--- src/rtl/rr_arb_mux_4.sv ---
// rtl/rr_arb_mux_4.sv - 4-way round-robin arbiter with a registered output beat.
// Define ARB_LOCK_EN to add the lock port and the burst lock-holder register.
module rr_arb_mux_4 #(
  parameter int WIDTH = 8
) (
  input  logic               clk,
  input  logic               rst_n,
  input  logic [3:0]         req_valid,
  input  logic [4*WIDTH-1:0] req_data,
  output logic [3:0]         req_ready,
  output logic               out_valid,
  input  logic               out_ready,
  output logic [WIDTH-1:0]   out_data,
  output logic [1:0]         sel
`ifdef ARB_LOCK_EN
  ,
  input  logic [3:0]         lock
`endif
);

  typedef enum logic {IDLE = 1'b0, BUSY = 1'b1} state_t;

  state_t           state, state_nxt;
  logic [1:0]       ptr;
  logic             slot_free;
  logic             cand_vld;
  logic [1:0]       cand_idx;
  logic [1:0]       scan_idx;
  logic             grant;
  logic [WIDTH-1:0] cand_data;

`ifdef ARB_LOCK_EN
  logic             hold_vld;
  logic [1:0]       hold_idx;
`endif

  assign slot_free = (state == IDLE) | out_ready;
  assign out_valid = (state == BUSY);

  // Scan starts just after the last winner, so the first hit is the round-robin choice.
  always_comb begin
    cand_vld = 1'b0;
    cand_idx = ptr;
    scan_idx = ptr;
    for (int k = 1; k <= 4; k++) begin
      scan_idx = ptr + 2'(k);
      if (!cand_vld && req_valid[scan_idx]) begin
        cand_vld = 1'b1;
        cand_idx = scan_idx;
      end
    end
`ifdef ARB_LOCK_EN
    if (hold_vld) begin
      cand_vld = req_valid[hold_idx];
      cand_idx = hold_idx;
    end
`endif
  end

  assign grant = rst_n & slot_free & cand_vld;

  always_comb begin
    req_ready = 4'b0000;
    if (grant) req_ready = 4'b0001 << cand_idx;
  end

  always_comb begin
    cand_data = '0;
    for (int i = 0; i < 4; i++) begin
      if (cand_idx == 2'(i)) cand_data = req_data[i*WIDTH +: WIDTH];
    end
  end

  always_comb begin
    state_nxt = state;
    if (grant)                            state_nxt = BUSY;
    else if (state == BUSY && out_ready)  state_nxt = IDLE;
  end

  always_ff @(posedge clk or negedge rst_n) begin
    if (!rst_n) state <= IDLE;
    else        state <= state_nxt;
  end

  // ptr resets to 3 so requester 0 wins the first scan.
  always_ff @(posedge clk or negedge rst_n) begin
    if (!rst_n) begin
      out_data <= '0;
      sel      <= 2'd0;
      ptr      <= 2'd3;
    end else if (grant) begin
      out_data <= cand_data;
      sel      <= cand_idx;
      ptr      <= cand_idx;
    end
  end

`ifdef ARB_LOCK_EN
  always_ff @(posedge clk or negedge rst_n) begin
    if (!rst_n) begin
      hold_vld <= 1'b0;
      hold_idx <= 2'd0;
    end else if (grant) begin
      hold_vld <= lock[cand_idx];
      hold_idx <= cand_idx;
    end
  end
`endif

endmodule
--- config.mk ---
export PLATFORM = sky130hd
export DESIGN_NAME = rr_arb_mux_4
export DESIGN_NICKNAME = d
export VERILOG_FILES = /design/src/rtl/rr_arb_mux_4.sv
export SDC_FILE = /design/constraint.sdc
export NUM_CORES = 1
export LEC_CHECK = 0
export ABC_AREA = 1
export CELL_PAD_IN_SITES_DETAIL_PLACEMENT = 1
export CELL_PAD_IN_SITES_GLOBAL_PLACEMENT = 1
export CORE_MARGIN = 2
export CORE_UTILIZATION = 29
export DETAILED_ROUTE_END_ITERATION = 8
export GPL_TIMING_DRIVEN = 0
export PLACE_DENSITY_LB_ADDON = 0.1
export SYNTH_ARGS = -nofsm -noshare
export SYNTH_HDL_FRONTEND = slang
export SYNTH_SLANG_ARGS = --single-unit
--- constraint.sdc ---
create_clock -name clk -period 5.1 [get_ports clk]
set_clock_uncertainty 0.15 [all_clocks]
set_input_delay 1.02 -clock clk [delete_from_list [all_inputs] [get_ports clk]]
set_output_delay 1.02 -clock clk [all_outputs]
set_load 0.02 [all_outputs]
==> metrics.md, run 1 <==
| Metric | Value |
|---|---|
| Setup TNS | `0 ns` |
| R2R setup slack | `2.82 ns` |
| Cell area after synthesis | `1122 um2` |
| Hold crit path type | `reg2reg` |
| Seq/Total Area, Yosys | `0.2921` |
| Antenna diodes | `0` |
| Number of max-cap violations | `0` |
| R2R Path Start | `ptr[0]` |
| Die Y-Extent | `66.21 um` |
| Largest cells by area after synthesis | `dfrtp_1 (25%), nand2_1 (17%), nand3_1 (9.8%)` |
| Hpwl dp | `3.151 mm` |
| Area after DPL | `1713 um2` |
| CTS clk-pin slew, worst paths | `about 0.050 ns` |
| Hold depth | `2` |
| Critical Path RT | `3.93 ns` |
| Largest area contributor in the netlist | `dfrtp_1` |
| Commonest cells in the synthesized netlist | `nand2_1 (50), nor2_1 (23), nand3_1 (22), dfrtp_1 (11), nand4_1 (11)` |
| Layout cells sized above 1 | `0.1623` |
| # DRC | `0` |
| CTS Sinks | `13` |
| Fillers | `496` |
| Placement Setup Slack | `0.2792 ns` |
| Worst-margin pin slew | `a little under 0.6 ns` |
| Yosys cell types | `24` |
| Post-Synthesis Cells | `roughly 170` |
| Final hold vios | `0` |
| DRT Wirelength | `between 3 and 4 mm` |
| Crit path launch | `rst_n` |
| Hold buffers post-CTS | `0` |
| Count of input and output buffers | `53` |
| Number of enable flip-flop cells after synthesis | `0` |
| Via density | `4.855` |
| Post-CTS setup buffers | `0` |
| Hold Path Origin | `sel[0]` |
| Worst relative slew slack | `0.6045` |
| CP Launch Type | `primary input` |
| Total GRT Usage | `0.1851` |
| H-tree levels | `1` |
| Grt ovf | `0` |
| CP Capture Type | `output port` |
| Status | `complete, no violations` |
| Router iterations before antenna repair | `4` |
| Row cnt | `22` |
| Synth async-reset ratio | `1.000` |
| Ys Warns | `0` |
| Yosys top cell area share | `0.2453` |
| Post-route minimum period | `roughly 4.8 ns` |
| # IOs | `54` |
| Nets | `268` |
| Syn avg cell area | `6.563 um2` |
| ANT nets after route | `0` |
| Worst R2R Path Depth | `13` |
| Max VDD drop | `260.0 uV` |
| Top_reg_cell synth | `dfrtp_1` |
| Critical Path AT | `~3.6 ns` |
| Reg-to-reg endpoint | `out_data[6]` |
| Final Cycle Share | `0.9344` |
| Die width | `66.21 um` |
| P&R area growth vs syn | `56.63%` |
| Leak | `between 0.0008 and 0.0009 uW` |
| Largest net degree at the start of global routing | `15` |
| Crit path kind | `in2out` |
| Initial drt markers | `49` |
| CTS Root Cell | `clkbuf_8` |
| Die area | `4384 um2` |
| Initial antenna violation count | `0` |
| CTS tree | `yes` |
| Crit path max fanout | `14` |
| Clk Latency, worst-skew pair | `0.24 ns` |
| Power density over cell area | `801.6 nW/um2` |
| Global placement routability congestion | `about 0.83` |
| Final WS setup | `0.3345 ns` |
| Core area | `approximately 3700 um2` |
| Max-slew violation count | `0` |
| Design Power | `between 1000 and 1500 uW` |
| Post-Layout Inst Area | `1758 um2` |
| F_max | `209.8 MHz` |
| Vias in the first global route | `1419` |
| # setup viols final | `0` |
| TritonCTS buffer count | `3` |
| DR WL/cell | `13.70 um` |
| Clock Path Buffers | `2` |
| RSZ-0062 raised after global routing | `no` |
| Seq cells post-synth | `13` |
| Vias | `1340` |
| Starting density of the core | `0.3043` |
| Final core utilization | `0.4766` |
| Most common cell in the netlist | `nand2_1` |
| First-pass GRT wire length | `approximately 6.3 mm` |
| Hold EP | `sel[0]` |
| Resize count post-CTS | `0` |
| Syn nets | `210` |
## state kept, by name, summed over array words and instances, names as in the netlist
register and cells:
sel 2, ptr 2, out_data 8, out_valid 1
## cell families after synthesis
family          synth area share
compound gates           0.05016
flops                     0.2921
buf+inv                  0.09699
simple gates              0.5608
## stage by stage
stage	hold slack (ns)	cells
2_1_floorplan	0.4002	171
3_3_place_gp	0.3175	272
3_5_place_dp	0.3236	272
4_1_cts	0.3391	276
5_1_grt	0.3648	276
6_report	0.3350	276
## area by class of cell
type                       count  area, um2  area share
multi-input combinational    138      685.7      0.3900
timing repair buffer          53      530.5      0.3018
sequential                    13      327.8      0.1865
tap                           48      60.06     0.03416
buffer                         7      55.05     0.03132
inverter                      13      53.80     0.03060
clock buffer                   4      45.04     0.02562
## worst max-delay path by stage
| stage | end | cells past startpoint | slack [ns] |
|---|---|---|---|
| finish | req_ready[2] | 8 | 0.33 |
| global route | req_ready[1] | 8 | 0.09 |
| CTS | req_ready[2] | 8 | 0.26 |
| detailed placement | req_ready[2] | 8 | 0.28 |
| global placement | req_ready[2] | 8 | 0.30 |
| floorplan | req_ready[0] | 9 | 1.62 |
## cell usage in the layout (no fill, tap or decap), drive strengths merged
cell           count
nand4             11
or2                2
nand2             63
nor2              25
clkbuf             4
dfstp              2
a21boi             1
o21ai              5
a21oi              4
inv               13
dfrtp             11
clkdlybuf4s50     53
buf                7
nor3               1
nand3             26
## where the power goes
part	switching [uW]	total, uW	internal [uW]	leakage, uW
Combinational	695	1120	426	0.000631
Sequential	34.6	199	164	0.000151
Clock	35.1	90.2	55.1	0.0000228
Total	765	1410	645	0.000805
## worst max-delay path: stages
cell             delay [ns]
clkdlybuf4s50_1        0.85
a21boi_0               0.32
nand2_2                0.21
inv_2                  0.14
buf_2                  0.22
nand2_1                0.12
nor2_1                 0.11
clkdlybuf4s50_1        0.60
## layer usage
metal / GRT usage / up-vias / part of all wire
met5: 0 / - / 0
met1: 0.2106 / 634 / 0.42
met4: 0.04592 / 0 / 0
li1: - / 669 / -
met2: 0.3575 / 37 / 0.54
met3: 0.02385 / 0 / 0.040
Power figures use the tool's default switching activity.
==> run 2: changes to the inputs <==
Settings changed: SETUP_SLACK_MARGIN set to 0.15.
==> run 2 against run 1 <==
Effect of this change: die area is the same; via count did not move; maximum frequency grew 4.5%; routed wire length barely moved; sequential power is essentially flat; sequential share of layout area about the same; critical path depth is 5 higher; register-to-register slack hardly changed; global-route usage unchanged; power is essentially flat; utilization increased by 0.068 points; critical endpoint unchanged.
==> metrics.md, run 2 (synthesized netlist as in run 1, its figures left out) <==
| Metric | Value |
|---|---|
| # IOs | `54` |
| Nets | `268` |
| F_max | `219.2 MHz` |
| CP Launch Type | `primary input` |
| Hold Path Origin | `sel[0]` |
| Power density over cell area | `800.4 nW/um2` |
| Hold depth | `2` |
| RSZ-0062 raised after global routing | `no` |
| P&R area growth vs syn | `56.86%` |
| Biggest register | `out_data` |
| R2R Path Start | `ptr[0]` |
| Worst-margin pin slew | `0.5926 ns` |
| Antenna diodes | `0` |
| CP max-delay cell | `clkdlybuf4s50_1` |
| Worst relative slew slack | `0.6043` |
| Worst R2R Path Depth | `13` |
| Total GRT Usage | `0.1851` |
| Crit-path most repeated cell | `nand2_1` |
| CTS tree | `yes` |
| Final Cycle Share | `0.8945` |
| CP top delay family | `buffers and inverters` |
| Hpwl dp | `~3.2 mm` |
| CP cell instances | `clkdlybuf4s50_1, inv_1, nand2_1, nand3_1, nand2_1, nor2_4, nand4_1, nand2_2, inv_2, buf_2, nand2_1, nor2_1, clkdlybuf4s50_1` |
| # DRC | `0` |
| Layout cells sized above 1 | `0.1623` |
| Max-slew violation count | `0` |
| Final hold vios | `0` |
| Vias in the first global route | `about 1400` |
| Starting density of the core | `0.3043` |
| Global placement routability congestion | `between 0.8 and 0.9` |
| Post-CTS setup buffers | `0` |
| Hold EP | `sel[0]` |
| Largest net degree at the start of global routing | `15` |
| Row cnt | `22` |
| TritonCTS buffer count | `3` |
| Vias | `1340` |
| Leak | `0.0008137 uW` |
| Crit-path max cell delay | `0.60 ns` |
| Crit path kind | `in2out` |
| Router iterations before antenna repair | `4` |
| Largest regs | `out_data (8), ptr (2), sel (2)` |
| DR WL/cell | `13.69 um` |
| Setup TNS | `0 ns` |
| DRT Wirelength | `~3.8 mm` |
| Clk Latency, worst-skew pair | `0.24 ns` |
| Design Power | `between 1000 and 1500 uW` |
| H-tree levels | `1` |
| Initial drt markers | `49` |
| Crit path max fanout | `10` |
| Die Y-Extent | `66.21 um` |
| # setup viols final | `0` |
| Die width | `66.21 um` |
| Commonest non-fill, non-tap cell in the layout | `clkdlybuf4s50_1` |
| Critical Path RT | `3.93 ns` |
| Post-Layout Inst Area | `about 1800 um2` |
| Number of max-cap violations | `0` |
| Critical Path AT | `3.39 ns` |
| Reg-to-reg endpoint | `out_data[6]` |
| ANT nets after route | `0` |
| Buffer and inverter count on the worst path | `5` |
| Area after DPL | `1713 um2` |
| First-pass GRT wire length | `6.272 mm` |
| Grt ovf | `0` |
| CTS clk-pin slew, worst paths | `0.05 ns` |
| Die area | `4384 um2` |
| CTS Root Cell | `clkbuf_8` |
| Hold crit path type | `reg2reg` |
| CTS Sinks | `13` |
| Hold buffers post-CTS | `0` |
| CP Capture Type | `output port` |
| Clock Path Buffers | `2` |
| Max VDD drop | `260.0 uV` |
| Core area | `3689 um2` |
| Status | `complete, no violations` |
| Via density | `4.855` |
| Largest register FFs | `8` |
| Count of input and output buffers | `53` |
| Most frequent cells in the layout | `clkdlybuf4s50_1 (52), nand2_1 (50), nor2_1 (23), nand3_1 (22)` |
| Post-route minimum period | `4.562 ns` |
| Initial antenna violation count | `0` |
| R2R setup slack | `2.82 ns` |
==> run 2: metal layers <==
| metal | vias up | GRT usage | wire length, um |
|---|---|---|---|
| li1 | 669 | - | - |
| met1 | 634 | 0.2106 | 1570 |
| met2 | 37 | 0.3575 | 2054 |
| met3 | 0 | 0.02385 | 153 |
| met4 | 0 | 0.04592 | 0 |
| met5 | - | 0 | 0 |
==> run 2: tightest hold or removal path: cells and delay by family (launching register included) <==
| kind | cells | cell delay [ns] |
|---|---|---|
| DFF | 1 | 0.34 |
| and+or+nand+nor | 2 | 0.10 |
==> run 2: how the worst max path moves through the flow <==
stage	from	end	cells past startpoint
floorplan	req_valid[2]	req_ready[0]	9
global placement	rst_n	req_ready[2]	8
CTS	rst_n	req_ready[2]	8
global route	req_valid[0]	req_ready[1]	13
detailed placement	rst_n	req_ready[2]	8
finish	req_valid[1]	req_ready[2]	13
==> run 2: metrics by stage <==
stage / util / hold WS, ns / cells / setup slack, ns
2_1_floorplan: - / 0.4002 / 171 / 1.623
3_3_place_gp: 0.4644 / 0.3175 / 272 / 0.3033
3_5_place_dp: 0.4644 / 0.3236 / 272 / 0.2792
4_1_cts: 0.4766 / 0.3391 / 276 / 0.2556
5_1_grt: 0.4773 / 0.3648 / 276 / 0.3550
6_report: 0.4773 / 0.3350 / 276 / 0.5380
==> run 2: cell type report <==
cell class                 instances  area, um2
buffer                             7      55.05
clock buffer                       4      45.04
fill                             495       1928
inverter                          13      53.80
multi-input combinational        138      685.7
sequential                        13      327.8
tap                               48      60.06
timing repair buffer              53      533.0
==> run 2: power breakdown <==
part	switching [uW]	internal (uW)	leakage (uW)
Combinational	695	426	0.000640
Clock	35.1	55.1	0.0000228
Sequential	34.6	164	0.000151
Total	765	645	0.000814
==> run 2: timing repair <==
action / CTS / global route
endpoints found under the hold margin: 0 / 0
endpoints found under the setup margin: 0 / 2
resized for setup: 0 / 1
